$ cat src/rtl/button_pkg.sv
// Shared constants, per-channel state encoding and counter sizing helpers for button_debounce.
package button_pkg;

   localparam int NUM_BTNS_DEF        = 4;
   localparam int DEBOUNCE_CYCLES_DEF = 500000;
   localparam int REPEAT_DELAY_DEF    = 50000000;
   localparam int REPEAT_PERIOD_DEF   = 10000000;

   typedef enum logic [1:0] {
      ST_IDLE      = 2'b00,
      ST_ARMED     = 2'b01,
      ST_HELD      = 2'b10,
      ST_DISARMING = 2'b11
   } deb_state_e;

   // Width of a counter that must hold 0..n-1; never narrower than one bit.
   function automatic int cnt_width(input int n);
      return (n <= 1) ? 1 : $clog2(n);
   endfunction

   function automatic int max_int(input int a, input int b);
      return (a > b) ? a : b;
   endfunction

endpackage

$ cat src/rtl/button_debounce_ch.sv
// One button channel: 2-flop synchroniser, stability counter, press/release pulses.
// Auto-repeat of press pulses is built only when BUTTON_DEBOUNCE_AUTOREPEAT_EN is defined.
module button_debounce_ch
   import button_pkg::*;
#(
   parameter int DEBOUNCE_CYCLES = DEBOUNCE_CYCLES_DEF,
   parameter int REPEAT_DELAY    = REPEAT_DELAY_DEF,
   parameter int REPEAT_PERIOD   = REPEAT_PERIOD_DEF
) (
   input  logic clk,
   input  logic rst_n,
   input  logic btn,
   output logic level,
   output logic press,
   output logic rel
);

   localparam int CNT_W = cnt_width(DEBOUNCE_CYCLES);

   if (DEBOUNCE_CYCLES < 1 || REPEAT_DELAY < 1 || REPEAT_PERIOD < 1) begin : g_cfg_check
      $error("button_debounce_ch: cycle parameters must be >= 1");
   end

   logic [1:0]       sync_q;
   deb_state_e       state_q, state_d;
   logic [CNT_W-1:0] cnt_q, cnt_d;
   logic             press_q, press_d;
   logic             rel_q, rel_d;
   logic             lvl;
   logic             s;
   logic             accept_press;
   logic             rpt_fire;

   assign s   = sync_q[1];
   assign lvl = (state_q == ST_HELD) || (state_q == ST_DISARMING);

   always_comb begin
      state_d      = state_q;
      cnt_d        = cnt_q;
      accept_press = 1'b0;
      rel_d        = 1'b0;
      if (s == lvl) begin
         cnt_d   = '0;
         state_d = lvl ? ST_HELD : ST_IDLE;
      end else if (cnt_q == CNT_W'(DEBOUNCE_CYCLES - 1)) begin
         cnt_d        = '0;
         state_d      = s ? ST_HELD : ST_IDLE;
         accept_press = s;
         rel_d        = ~s;
      end else begin
         cnt_d   = cnt_q + 1'b1;
         state_d = lvl ? ST_DISARMING : ST_ARMED;
      end
      press_d = accept_press | rpt_fire;
   end

`ifdef BUTTON_DEBOUNCE_AUTOREPEAT_EN
   localparam int RPT_W = cnt_width(max_int(REPEAT_DELAY, REPEAT_PERIOD));

   logic [RPT_W-1:0] rpt_cnt_q, rpt_cnt_d;
   logic             rpt_first_q, rpt_first_d;

   // The first repeat waits REPEAT_DELAY, later ones REPEAT_PERIOD; a release being accepted wins.
   always_comb begin
      rpt_cnt_d   = rpt_cnt_q;
      rpt_first_d = rpt_first_q;
      rpt_fire    = 1'b0;
      if (!lvl || rel_d) begin
         rpt_cnt_d   = '0;
         rpt_first_d = 1'b1;
      end else if (rpt_cnt_q == (rpt_first_q ? RPT_W'(REPEAT_DELAY - 1) : RPT_W'(REPEAT_PERIOD - 1))) begin
         rpt_cnt_d   = '0;
         rpt_first_d = 1'b0;
         rpt_fire    = 1'b1;
      end else begin
         rpt_cnt_d = rpt_cnt_q + 1'b1;
      end
   end

   always_ff @(posedge clk) begin
      if (!rst_n) begin
         rpt_cnt_q   <= '0;
         rpt_first_q <= 1'b1;
      end else begin
         rpt_cnt_q   <= rpt_cnt_d;
         rpt_first_q <= rpt_first_d;
      end
   end
`else
   assign rpt_fire = 1'b0;
`endif

   always_ff @(posedge clk) begin
      if (!rst_n) begin
         sync_q  <= 2'b00;
         state_q <= ST_IDLE;
         cnt_q   <= '0;
         press_q <= 1'b0;
         rel_q   <= 1'b0;
      end else begin
         sync_q  <= {sync_q[0], btn};
         state_q <= state_d;
         cnt_q   <= cnt_d;
         press_q <= press_d;
         rel_q   <= rel_d;
      end
   end

   assign level = lvl;
   assign press = press_q;
   assign rel   = rel_q;

endmodule

$ cat src/rtl/button_debounce.sv
// Array of independent button debouncers feeding the button FSM with clean levels and pulses.
// Optional auto-repeat is enabled by defining BUTTON_DEBOUNCE_AUTOREPEAT_EN.
module button_debounce
   import button_pkg::*;
#(
   parameter int NUM_BTNS        = NUM_BTNS_DEF,
   parameter int DEBOUNCE_CYCLES = DEBOUNCE_CYCLES_DEF,
   parameter int REPEAT_DELAY    = REPEAT_DELAY_DEF,
   parameter int REPEAT_PERIOD   = REPEAT_PERIOD_DEF
) (
   input  logic                iClk,
   input  logic                iRst_n,
   input  logic [NUM_BTNS-1:0] iBtns,
   output logic [NUM_BTNS-1:0] oLevel,
   output logic [NUM_BTNS-1:0] oPress,
   output logic [NUM_BTNS-1:0] oRelease
);

   for (genvar gi = 0; gi < NUM_BTNS; gi++) begin : g_ch
      button_debounce_ch #(
         .DEBOUNCE_CYCLES (DEBOUNCE_CYCLES),
         .REPEAT_DELAY    (REPEAT_DELAY),
         .REPEAT_PERIOD   (REPEAT_PERIOD)
      ) u_ch (
         .clk   (iClk),
         .rst_n (iRst_n),
         .btn   (iBtns[gi]),
         .level (oLevel[gi]),
         .press (oPress[gi]),
         .rel   (oRelease[gi])
      );
   end

endmodule

$ cat config.mk
export PLATFORM = sky130hd
export DESIGN_NAME = button_debounce
export DESIGN_NICKNAME = d
export VERILOG_FILES = /design/src/rtl/button_pkg.sv /design/src/rtl/button_debounce_ch.sv /design/src/rtl/button_debounce.sv
export SDC_FILE = /design/constraint.sdc
export NUM_CORES = 1
export LEC_CHECK = 0
export BUFFER_PORTS_ARGS = -buffer_cell sky130_fd_sc_hd__buf_2
export CAP_MARGIN = 20
export CORE_AREA = 2 2 131 82
export CTS_BUF_LIST = sky130_fd_sc_hd__clkbuf_16
export DETAILED_ROUTE_END_ITERATION = 10
export DIE_AREA = 0 0 133 84
export GPL_TIMING_DRIVEN = 0
export PLACE_DENSITY = 0.66
export SLEW_MARGIN = 20
export SYNTH_ARGS = -nofsm -noshare
export SYNTH_HDL_FRONTEND = slang
export SYNTH_SLANG_ARGS = --single-unit
$ cat constraint.sdc
create_clock -name iClk -period 2.3 [get_ports iClk]
set_input_delay 0.46 -clock iClk [delete_from_list [all_inputs] [get_ports iClk]]
set_output_delay 0.46 -clock iClk [all_outputs]
set_load 0.02 [all_outputs]
==> results.sh <==
export IMPL_status="completed"
export IMPL_grt_ovfl_total=0
export IMPL_cts_tree="done"
export IMPL_syn_to_final_growth_pct=13.6
export IMPL_crit_type="reg -> reg"
export IMPL_final_cell_mix="dfxtp_1, nor2_1, xnor2_1"
export IMPL_synth_cells=475
export IMPL_drtIter0Drc=245
export IMPL_crit_path_start_kind="flip-flop"
export IMPL_clkTransAtPathRegs_ns=0.06
export IMPL_worst_ep_arrival_time_ns=2.33
export IMPL_grt_pass1_wl_mm=14.2
export IMPL_drive_gt1_share_pct=11.4
export IMPL_static_leakage_power_nw=1.48
export IMPL_intPower_mw=2.52
export IMPL_synth_mux_area_share_pct=0.718
export IMPL_die_h_microns=84
export IMPL_first_global_vias=3056
export IMPL_power_switching_uw=647
export IMPL_drv_cap=0
export IMPL_max_slew_margin_rel_pct=66.0
export IMPL_fin_ws_ns=0.204
export IMPL_antenna_cells=0
export IMPL_start_util_pct=41.3
export IMPL_synth_seq_cells=96
export IMPL_clock_sinks=96
export IMPL_timing_hold_violations_final=0
export IMPL_grt_max_degree=16
export IMPL_synth_area_top_cells="dfxtp_1, xnor2_1, nor2_1"
export IMPL_required_ns=2.53
export IMPL_path_max_fanout=9
export IMPL_cts_setup_buffers=0
export IMPL_final_antenna_net_count=0
export IMPL_hp_class="in -> reg"
export IMPL_ir_worst_vdd_v=0.000438
export IMPL_rsz0062_at_grt="no"
export IMPL_antenna_found_initial=0
export IMPL_hold_buffers=0
export IMPL_fillCellCount=990
export IMPL_max_freq_ghz=0.477
export IMPL_total_power_mw=3.16
export IMPL_synth_top_family_by_area="simple AND/OR/NAND/NOR gates"
export IMPL_seq_power_share_pct=53.0
export IMPL_port_buffers=16
export IMPL_cp_end_kind="flip-flop"
export IMPL_yosys_area_share_simple_pct=29.8
export IMPL_drc_errors=0
export IMPL_wl_per_cell_microns=12.7
export IMPL_ys_seq_area_share_pct=46.0
export IMPL_min_period_ns=2.10
export IMPL_die_area_sq_mm=0.0112
export IMPL_finalSetupTns_ns=0
export IMPL_finalCritPeriodShare_pct=91.1
export IMPL_root_buffer="clkbuf_16"
export IMPL_comb_power_share_pct=1.2
export IMPL_via_count=3282
export IMPL_clkPwrFrac_pct=45.8
export IMPL_synth_area_leader_cell="dfxtp_1"
export IMPL_rows=29
export IMPL_syn_num_nets=485
export IMPL_dr_pass1_iters=4
export IMPL_yosys_cell_types_count=40
export IMPL_boundaryPins=18
export IMPL_worstSkewPairLatency_ns=0.34
export IMPL_powerDensity_mw_per_mm2=666
export IMPL_fin_nets=512
export IMPL_dp_slack_ns=-0.0435
export IMPL_grtUsageTotal_pct=15.6
export IMPL_vias_per_cell=5.08
export IMPL_synth_warnings=0
export IMPL_worstMarginPinSlew_ns=0.505
export IMPL_synth_fa_ha_area_share_pct=1.20
export IMPL_synth_xor_area_share_pct=12.2
export IMPL_syn_area_per_cell_sq_um=8.80
export IMPL_swShare_pct=20.5
export IMPL_htreeDepth=3
export IMPL_synth_area_sq_mm=0.00418
export IMPL_wirelength_mm=8.18
export IMPL_cts_made_buffers=9
export IMPL_fin_skew_ns=0.00612
export IMPL_max_clock_path_buffers=2
export IMPL_slew_viol_final=0
export IMPL_dp_hpwl_mm=5.80
export IMPL_setup_viol=0
export IMPL_synth_compound_gate_area_share_pct=4.82
export IMPL_fp_dieW_microns=133
export IMPL_fp_coreArea_sq_mm=0.0101
export IMPL_layout_commonest_cell="dfxtp_1"
export IMPL_netlist_area_leader_share_pct=46.0
export IMPL_gp_congestion=0.834
[per-stage QoR]
step	hold WS, ns	instances	util [%]	cell area, sq um
after floorplan	0.412	475	-	4180
after global placement	0.417	630	43.8	4430
after detailed placement	0.421	630	43.8	4430
after CTS	0.336	646	46.7	4730
after global routing	0.327	646	46.9	4750
final	0.346	646	46.9	4750
[path summary, 6_finish.rpt]
kind                                  to  depth (start not counted)                   start  slack [ns]
hold reg to reg   g_ch[3].u_ch.sync_q[1]                          1  g_ch[3].u_ch.sync_q[0]        0.44
setup reg to reg  g_ch[2].u_ch.cnt_q[15]                          6   g_ch[2].u_ch.cnt_q[0]        0.20
hold / removal    g_ch[2].u_ch.sync_q[0]                          2                iBtns[2]        0.35
setup / recovery  g_ch[2].u_ch.cnt_q[15]                          6   g_ch[2].u_ch.cnt_q[0]        0.20
[cell usage after synthesis]
cell	number
xor2_1	16
ha_1	4
inv_1	16
o211ai_1	3
nor3_1	19
dfxtp_1	96
nand2_1	27
o31ai_2	1
a21oi_2	1
nor4_1	17
or2_2	1
buf_4	13
nand3b_1	2
and4_1	3
nand4b_1	1
nor4b_1	3
nor2b_1	2
a21oi_1	12
or3_1	11
and3_1	7
nand3_1	22
nor2_1	73
xnor2_1	42
mux2i_1	3
or4_4	1
or3_2	3
and4b_1	3
and2_1	10
nor3b_1	1
o21ai_1	1
o31ai_1	4
o21a_1	1
o21ai_0	11
nand4_1	21
buf_2	4
or4_1	4
nand4_4	1
clkbuf_1	12
nand4bb_1	2
or4bb_2	1
[metal layers]
metal,global-route usage [%],up-vias,share of wire (%)
li1,-,1687,-
met1,21.1,1525,51
met2,23.6,60,43
met3,4.55,10,5.0
met4,5.96,0,1.2
met5,0,-,0
[timing repair]
action	in CTS	in global routing
resized for setup	1	6
endpoints found under the setup margin	9	15
hold endpoints to repair	0	0
[power groups by stage]
stage                     logic, mW  clock network, mW  registers (mW)
after global placement       0.0376                  0            1.71
after CTS                    0.0390               1.49            1.68
after global routing         0.0447               1.56            1.68
final                        0.0395               1.45            1.68
after detailed placement     0.0385                  0            1.71
after floorplan              0.0248                  0            1.71
[critical path: stages, from the launching register on]
cell and delay [ns]:
dfxtp_1 0.37, ha_1 0.22, nand3_1 0.26, or3_1 0.50, o21ai_4 0.27, buf_2 0.27, nor2_1 0.08
[layout make-up]
type                    count  area [sq um]  share of cell area, %
repair buffers             16          80.1                   1.69
clock inverters             7          65.1                   1.37
clock buffers               9           225                   4.74
plain buffers              29           165                   3.48
inverters                  16          60.1                   1.27
flip-flops and latches     96          1920                   40.5
multi-input cells         334          2060                   43.3
well taps                 139           174                   3.66
[logic make-up (layout without fill, tap and decap cells)]
| logic type | count (synthesis) | after routing |
|---|---|---|
| and+or+nand+nor | 235 | 235 |
| adders and majority gates | 4 | 4 |
| DFF | 96 | 96 |
| AOI/OAI and AO/OA | 34 | 34 |
| buffers and inverters | 45 | 77 |
| xor gates and xnor gates | 58 | 58 |
| muxes | 3 | 3 |
[state kept, by name, indices dropped and copies added (netlist names)]
signal and count:
g_ch.u_ch.press 4, g_ch.u_ch.cnt_q 76, g_ch.u_ch.state_q 4, g_ch.u_ch.sync_q 8
g_ch.u_ch.rel 4
No activity file was read; power rests on OpenSTA's default activity.
